**config.mk**
```make
export PLATFORM = sky130hd
export DESIGN_NAME = fetch_seq
export DESIGN_NICKNAME = d
export VERILOG_FILES = /design/src/rtl/fetch_seq_pkg.sv /design/src/rtl/fetch_npc.sv /design/src/rtl/fetch_seq.sv
export SDC_FILE = /design/constraint.sdc
export NUM_CORES = 1
export LEC_CHECK = 0
export BUFFER_PORTS_ARGS = -buffer_cell sky130_fd_sc_hd__buf_4
export CAP_MARGIN = 5
export CORE_MARGIN = 3
export CORE_UTILIZATION = 50
export CTS_CLUSTER_DIAMETER = 150
export DETAILED_ROUTE_END_ITERATION = 7
export PLACE_DENSITY_LB_ADDON = 0.1
export SLEW_MARGIN = 25
export SYNTH_ARGS = -nofsm -noshare
export SYNTH_HDL_FRONTEND = slang
export SYNTH_SLANG_ARGS = --single-unit
```
**constraint.sdc**
```tcl
create_clock -name clk -period 1.9 [get_ports clk]
set_input_delay 0.095 -clock clk [delete_from_list [all_inputs] [get_ports clk]]
set_output_delay 0.095 -clock clk [all_outputs]
set_load 0.05 [all_outputs]
```
**src/rtl/fetch_seq_pkg.sv**
```systemverilog
// Shared constants for the instruction fetch sequencer: reset vector,
// FSM encoding and stall-bus bit positions.
package fetch_seq_pkg;

    localparam logic [31:0] RESET_PC = 32'hBFC0_0000;

    // Stall bus bit positions, one per pipeline stage.
    localparam int STALL_IF  = 0;
    localparam int STALL_ID  = 1;
    localparam int STALL_EX  = 2;
    localparam int STALL_MEM = 3;
    localparam int STALL_WB  = 4;
    localparam int STALL_W   = 6;

    typedef enum logic [1:0] {
        ST_RUN   = 2'd0,
        ST_HOLD  = 2'd1,
        ST_DRAIN = 2'd2
    } fetch_state_e;

endpackage

```
**src/rtl/fetch_npc.sv**
```systemverilog
// Next fetch address selection: flush > pending redirect > live branch > pc+4.
module fetch_npc
    import fetch_seq_pkg::*;
(
    input  logic        flush_i,
    input  logic [31:0] flush_pc_i,
    input  logic        redir_vld_i,
    input  logic [31:0] redir_pc_i,
    input  logic        branch_i,
    input  logic [31:0] branch_target_i,
    input  logic [31:0] pc_i,
    output logic [31:0] npc_o
);

    always_comb begin
        if (flush_i)          npc_o = flush_pc_i;
        else if (redir_vld_i) npc_o = redir_pc_i;
        else if (branch_i)    npc_o = branch_target_i;
        else                  npc_o = pc_i + 32'd4;
    end

endmodule

```
**src/rtl/fetch_seq.sv**
```systemverilog
// Instruction fetch sequencer: one outstanding request on the inst bus,
// a one-entry hold buffer for IF stalls, and a drain state that swallows
// the in-flight fetch after a flush.
module fetch_seq
    import fetch_seq_pkg::*;
(
    input  logic                clk,
    input  logic                rst,
    input  logic                branch_flag_i,
    input  logic [31:0]         branch_target_i,
    input  logic                flush_i,
    input  logic [31:0]         flush_pc_i,
    input  logic [STALL_W-1:0]  stall_i,
    output logic                inst_req_o,
    output logic [31:0]         inst_addr_o,
    input  logic                inst_ack_i,
    input  logic [31:0]         inst_rdata_i,
    output logic                inst_valid_o,
    output logic [31:0]         inst_o,
    output logic [31:0]         inst_pc_o,
    output logic                stall_req_o
);

    fetch_state_e state_q, state_d;
    logic [31:0]  fetch_addr_q, fetch_addr_d;
    logic [31:0]  redir_q, redir_d;
    logic         redir_vld_q, redir_vld_d;
    logic [31:0]  buf_inst_q, buf_inst_d;
    logic [31:0]  buf_pc_q, buf_pc_d;
    logic         valid_q, valid_d;
    logic [31:0]  inst_q, inst_d;
    logic [31:0]  pc_q, pc_d;
    logic [31:0]  npc;
    logic         stall_if;
    logic         unused_stall;

    assign stall_if     = stall_i[STALL_IF];
    assign unused_stall = ^stall_i;

    // Live branches only steer the address from RUN; in DRAIN the redirect
    // register already carries the flush target and always outranks them.
    fetch_npc u_npc (
        .flush_i         (flush_i),
        .flush_pc_i      (flush_pc_i),
        .redir_vld_i     (redir_vld_q),
        .redir_pc_i      (redir_q),
        .branch_i        (branch_flag_i && (state_q == ST_RUN)),
        .branch_target_i (branch_target_i),
        .pc_i            (fetch_addr_q),
        .npc_o           (npc)
    );

    assign inst_req_o   = (state_q != ST_HOLD);
    assign inst_addr_o  = fetch_addr_q;
    assign stall_req_o  = ((state_q == ST_RUN) && !inst_ack_i) || (state_q == ST_DRAIN);
    assign inst_valid_o = valid_q;
    assign inst_o       = inst_q;
    assign inst_pc_o    = pc_q;

    always_comb begin
        state_d      = state_q;
        fetch_addr_d = fetch_addr_q;
        redir_d      = redir_q;
        redir_vld_d  = redir_vld_q;
        buf_inst_d   = buf_inst_q;
        buf_pc_d     = buf_pc_q;
        valid_d      = 1'b0;
        inst_d       = inst_q;
        pc_d         = pc_q;
        unique case (state_q)
            ST_RUN: begin
                if (flush_i) begin
                    redir_vld_d = 1'b0;
                    if (inst_ack_i) begin
                        fetch_addr_d = npc;
                    end else begin
                        redir_d     = flush_pc_i;
                        redir_vld_d = 1'b1;
                        state_d     = ST_DRAIN;
                    end
                end else if (inst_ack_i) begin
                    fetch_addr_d = npc;
                    redir_vld_d  = 1'b0;
                    if (stall_if) begin
                        buf_inst_d = inst_rdata_i;
                        buf_pc_d   = fetch_addr_q;
                        state_d    = ST_HOLD;
                    end else begin
                        valid_d = 1'b1;
                        inst_d  = inst_rdata_i;
                        pc_d    = fetch_addr_q;
                    end
                end else if (branch_flag_i) begin
                    redir_d     = branch_target_i;
                    redir_vld_d = 1'b1;
                end
            end
            ST_HOLD: begin
                if (flush_i) begin
                    fetch_addr_d = npc;
                    redir_vld_d  = 1'b0;
                    state_d      = ST_RUN;
                end else begin
                    if (branch_flag_i) begin
                        redir_d     = branch_target_i;
                        redir_vld_d = 1'b1;
                    end
                    if (!stall_if) begin
                        valid_d = 1'b1;
                        inst_d  = buf_inst_q;
                        pc_d    = buf_pc_q;
                        state_d = ST_RUN;
                    end
                end
            end
            ST_DRAIN: begin
                if (inst_ack_i) begin
                    fetch_addr_d = npc;
                    redir_vld_d  = 1'b0;
                    state_d      = ST_RUN;
                end else if (flush_i) begin
                    redir_d = flush_pc_i;
                end
            end
            default: state_d = ST_RUN;
        endcase
    end

    always_ff @(posedge clk) begin
        if (rst) begin
            state_q      <= ST_RUN;
            fetch_addr_q <= RESET_PC;
            redir_q      <= '0;
            redir_vld_q  <= 1'b0;
            buf_inst_q   <= '0;
            buf_pc_q     <= '0;
            valid_q      <= 1'b0;
            inst_q       <= '0;
            pc_q         <= '0;
        end else begin
            state_q      <= state_d;
            fetch_addr_q <= fetch_addr_d;
            redir_q      <= redir_d;
            redir_vld_q  <= redir_vld_d;
            buf_inst_q   <= buf_inst_d;
            buf_pc_q     <= buf_pc_d;
            valid_q      <= valid_d;
            inst_q       <= inst_d;
            pc_q         <= pc_d;
        end
    end

endmodule

```
==> flow_metrics.py <==
metrics = {
    "timing": {
        "finalSetupTns_ns": -0.883,
        "skew_ns": 0.0135,
        "period_share_pct": 106,
        "max_freq_mhz": 497,
        "slew_headroom_pct": 47.4,
        "final-hold-violation-count": 0,
        "timing.hold.ws_ns": 0.0352,
        "setup_ws_ns": -0.113,
        "setup_violations": 34,
        "rsz0062_at_grt": "true",
        "slew_viol_final": 0,
        "worst_pin_slew_ns": 0.789,
        "min_period_ns": 2.01,
    },
    "global_routing": {
        "antenna_found_initial": 1,
        "grt-ovfl-total": 0,
        "track_usage_pct": 28.8,
        "grt_pass1_vias": 10200,
        "grt_pass1_wl_mm": 52.1,
        "grt_max_degree": 160,
    },
    "synthesis": {
        "syn-num-nets": 1409,
        "ys_seq_area_share_pct": 38.4,
        "synthDistinctLibCells": 66,
        "ys.flop_type": "dfxtp_1",
        "yosysWarnings": 0,
        "yosys-top-cells-area": "dfxtp_1 (38%), mux2i_1 (8.5%), nand2_1 (8.4%), a211oi_1 (6.2%), a21oi_1 (5.6%)",
        "postSynthCellCount": 1297,
        "yosys.area.top_type_share_pct": 38.4,
        "synthTopCellsByCount": "nand2_1 (228), dfxtp_1 (196), nor2_1 (132), a21oi_1 (115), mux2i_1 (87)",
        "yosys.cell_count.top_type": "nand2_1",
        "synth_seq_cells": 196,
        "yosys.area.top_type": "dfxtp_1",
        "syn_avg_cell_area_um2": 7.89,
        "synthArstFlopShare_pct": 0,
        "synth_area_mm2": 0.0102,
        "synth_edf_count": 0,
    },
    "worst_setup_path": {
        "reg2reg_slack_ns": -0.11,
        "r2r-end": "redir_q[31]",
        "r2r_cells": 8,
        "cp_max_fo": 6,
        "worst_setup_path_end_kind": "register",
        "critPathKind": "register to register",
        "startpoint_type": "register",
        "cp.required_ns": 2.28,
        "arrival_ns": 2.39,
        "r2r_start": "state_q[1]",
    },
    "placement": {
        "hpwl_mm": 22.9,
        "portBuffers": 200,
        "dpl-instance-area_mm2": 0.0128,
        "post-place-ws_ns": -0.0915,
        "globalplace.congestion": 0.936,
    },
    "clocking": {
        "cts-root-buf": "clkbuf_16",
        "cts.sinks": 196,
        "cts_tree": "done",
        "clk_path_buf_depth": 2,
        "clk_latency_ns": 0.44,
        "path_clk_slew_ns": 0.08,
        "numCtsBuffers": 17,
        "cts.htree.levels": 4,
    },
    "detailed_routing": {
        "vias": 11100,
        "post_drt_wl_per_cell_um": 19.1,
        "drc": 0,
        "drt-total-wl_mm": 35.6,
        "ant_nets": 0,
        "dr.pass1.iters": 6,
        "routed_via_density": 5.95,
        "drtIter0Drc": 899,
    },
    "pwr": {
        "finalPower_mw": 12.8,
        "power_density_mw_per_mm2": 875,
        "irDropWorstVdd_uv": 785,
        "leakagePower_nw": 5.64,
    },
    "finish": {
        "fillers": 1503,
        "fin_nets": 1694,
        "areaGrowthSynthToFinish_pct": 42.5,
        "multiInputGateArea_mm2": 0.00610,
        "finish.instance_area_mm2": 0.0146,
        "seq_area_mm2": 0.00397,
        "drive_gt1_share_pct": 30.5,
    },
    "min_path": {
        "worstHoldStart": "flush_pc_i[6]",
        "hold-path-endpoint": "inst_addr_o[6]",
        "hold_depth": 3,
        "hp-class": "primary input to register",
    },
    "floorplanning": {
        "rows": 51,
        "ios": 206,
        "dieArea_mm2": 0.0222,
        "start_util_pct": 51.7,
        "die_x_um": 149,
        "fp.dieH_um": 149,
        "core_area_mm2": 0.0198,
    },
    "run": {
        "maxCapViolations": 0,
    },
    "run_status": {
        "status": "finished with violations",
        "violations": "negative setup slack",
    },
}
-- logic make-up (layout without fill, tap and decap cells) --
group,count (synthesis),in the layout,share of synthesized area [%]
adder cells (fa/ha/maj),5,5,0.612
AND/OR/NAND/NOR,478,479,20.3
XOR/XNOR,14,14,1.20
other,0,1,0
AO/OA/AOI/OAI,365,365,24.0
multiplexers,101,101,10.1
flip-flops,196,196,38.4
buffers and inverters,138,435,5.47
-- placed cells by master (no fill, tap or decap), types with 38 or more instances in the layout --
cell type	Yosys	layout
a211oi_1	84	68
a21oi_1	115	114
buf_4	2	302
dfxtp_1	196	173
dlygate4sd3_1	0	40
mux2i_1	87	85
nand2_1	228	227
nor2_1	132	127
o211ai_1	38	38
-- area by class of cell --
type | instances | area share [%]
inverters | 16 | 0.472
repair buffers | 387 | 24.1
well taps | 265 | 2.27
multi-input cells | 964 | 41.8
clock inverters | 14 | 1.12
diodes | 1 | 0.0172
clock buffers | 18 | 2.94
flip-flops and latches | 196 | 27.3
-- registers in the layout (all words and copies together) (netlist names) --
signal / flops
redir_q: 32
inst_valid_o: 1
redir_vld_q: 1
buf_inst_q: 32
inst_o: 32
state_q: 2
inst_pc_o: 32
inst_addr_o: 32
buf_pc_q: 32
-- critical path, stage by stage (launching register included) --
cell	delay, ns
dfxtp_4	0.38
buf_4	0.15
ha_4	0.17
buf_4	0.14
buf_4	0.15
nand3b_1	0.33
buf_6	0.24
o31a_1	0.31
nor2_1	0.10
-- timing repair --
action,in CTS,in global routing
endpoints found under the setup margin,78,142
gates cloned,2,15
hold buffers,40,0
buffers inserted,4,7
pin swaps,7,32
gates resized for setup,17,68
hold endpoints to repair,45,0
-- power breakdown --
part	total [mW]	internal, mW	switching, mW
sequential	4.76	4.47	0.294
combinational	4.38	1.82	2.55
clock	3.61	1.77	1.84
total	12.8	8.06	4.69
-- layer usage --
layer / track usage [%] / share of wire [%] / up-vias
li1: - / - / 5237
met1: 38.2 / 42 / 5280
met2: 46.9 / 47 / 465
met3: 5.17 / 7.0 / 91
met4: 11.3 / 3.5 / 0
met5: 0 / 0 / -
-- metrics by stage --
step / instances / util (%)
floorplan: 1297 / -
global placement: 1760 / 64.7
detailed placement: 1760 / 64.7
CTS: 1838 / 70.4
global route: 1861 / 73.7
finish: 1861 / 73.7
-- how the worst max path moves through the flow --
stage	cells past startpoint	to	slack (ns)	from
detailed placement	7	inst_addr_o[31]	-0.09	state_q[1]
floorplan	9	inst_addr_o[31]	-0.07	state_q[1]
global placement	7	inst_addr_o[31]	-0.05	state_q[1]
global route	8	redir_q[31]	-0.15	state_q[1]
finish	8	redir_q[31]	-0.11	state_q[1]
CTS	7	inst_addr_o[31]	-0.05	state_q[1]
No activity file was read; power rests on OpenSTA's default activity.
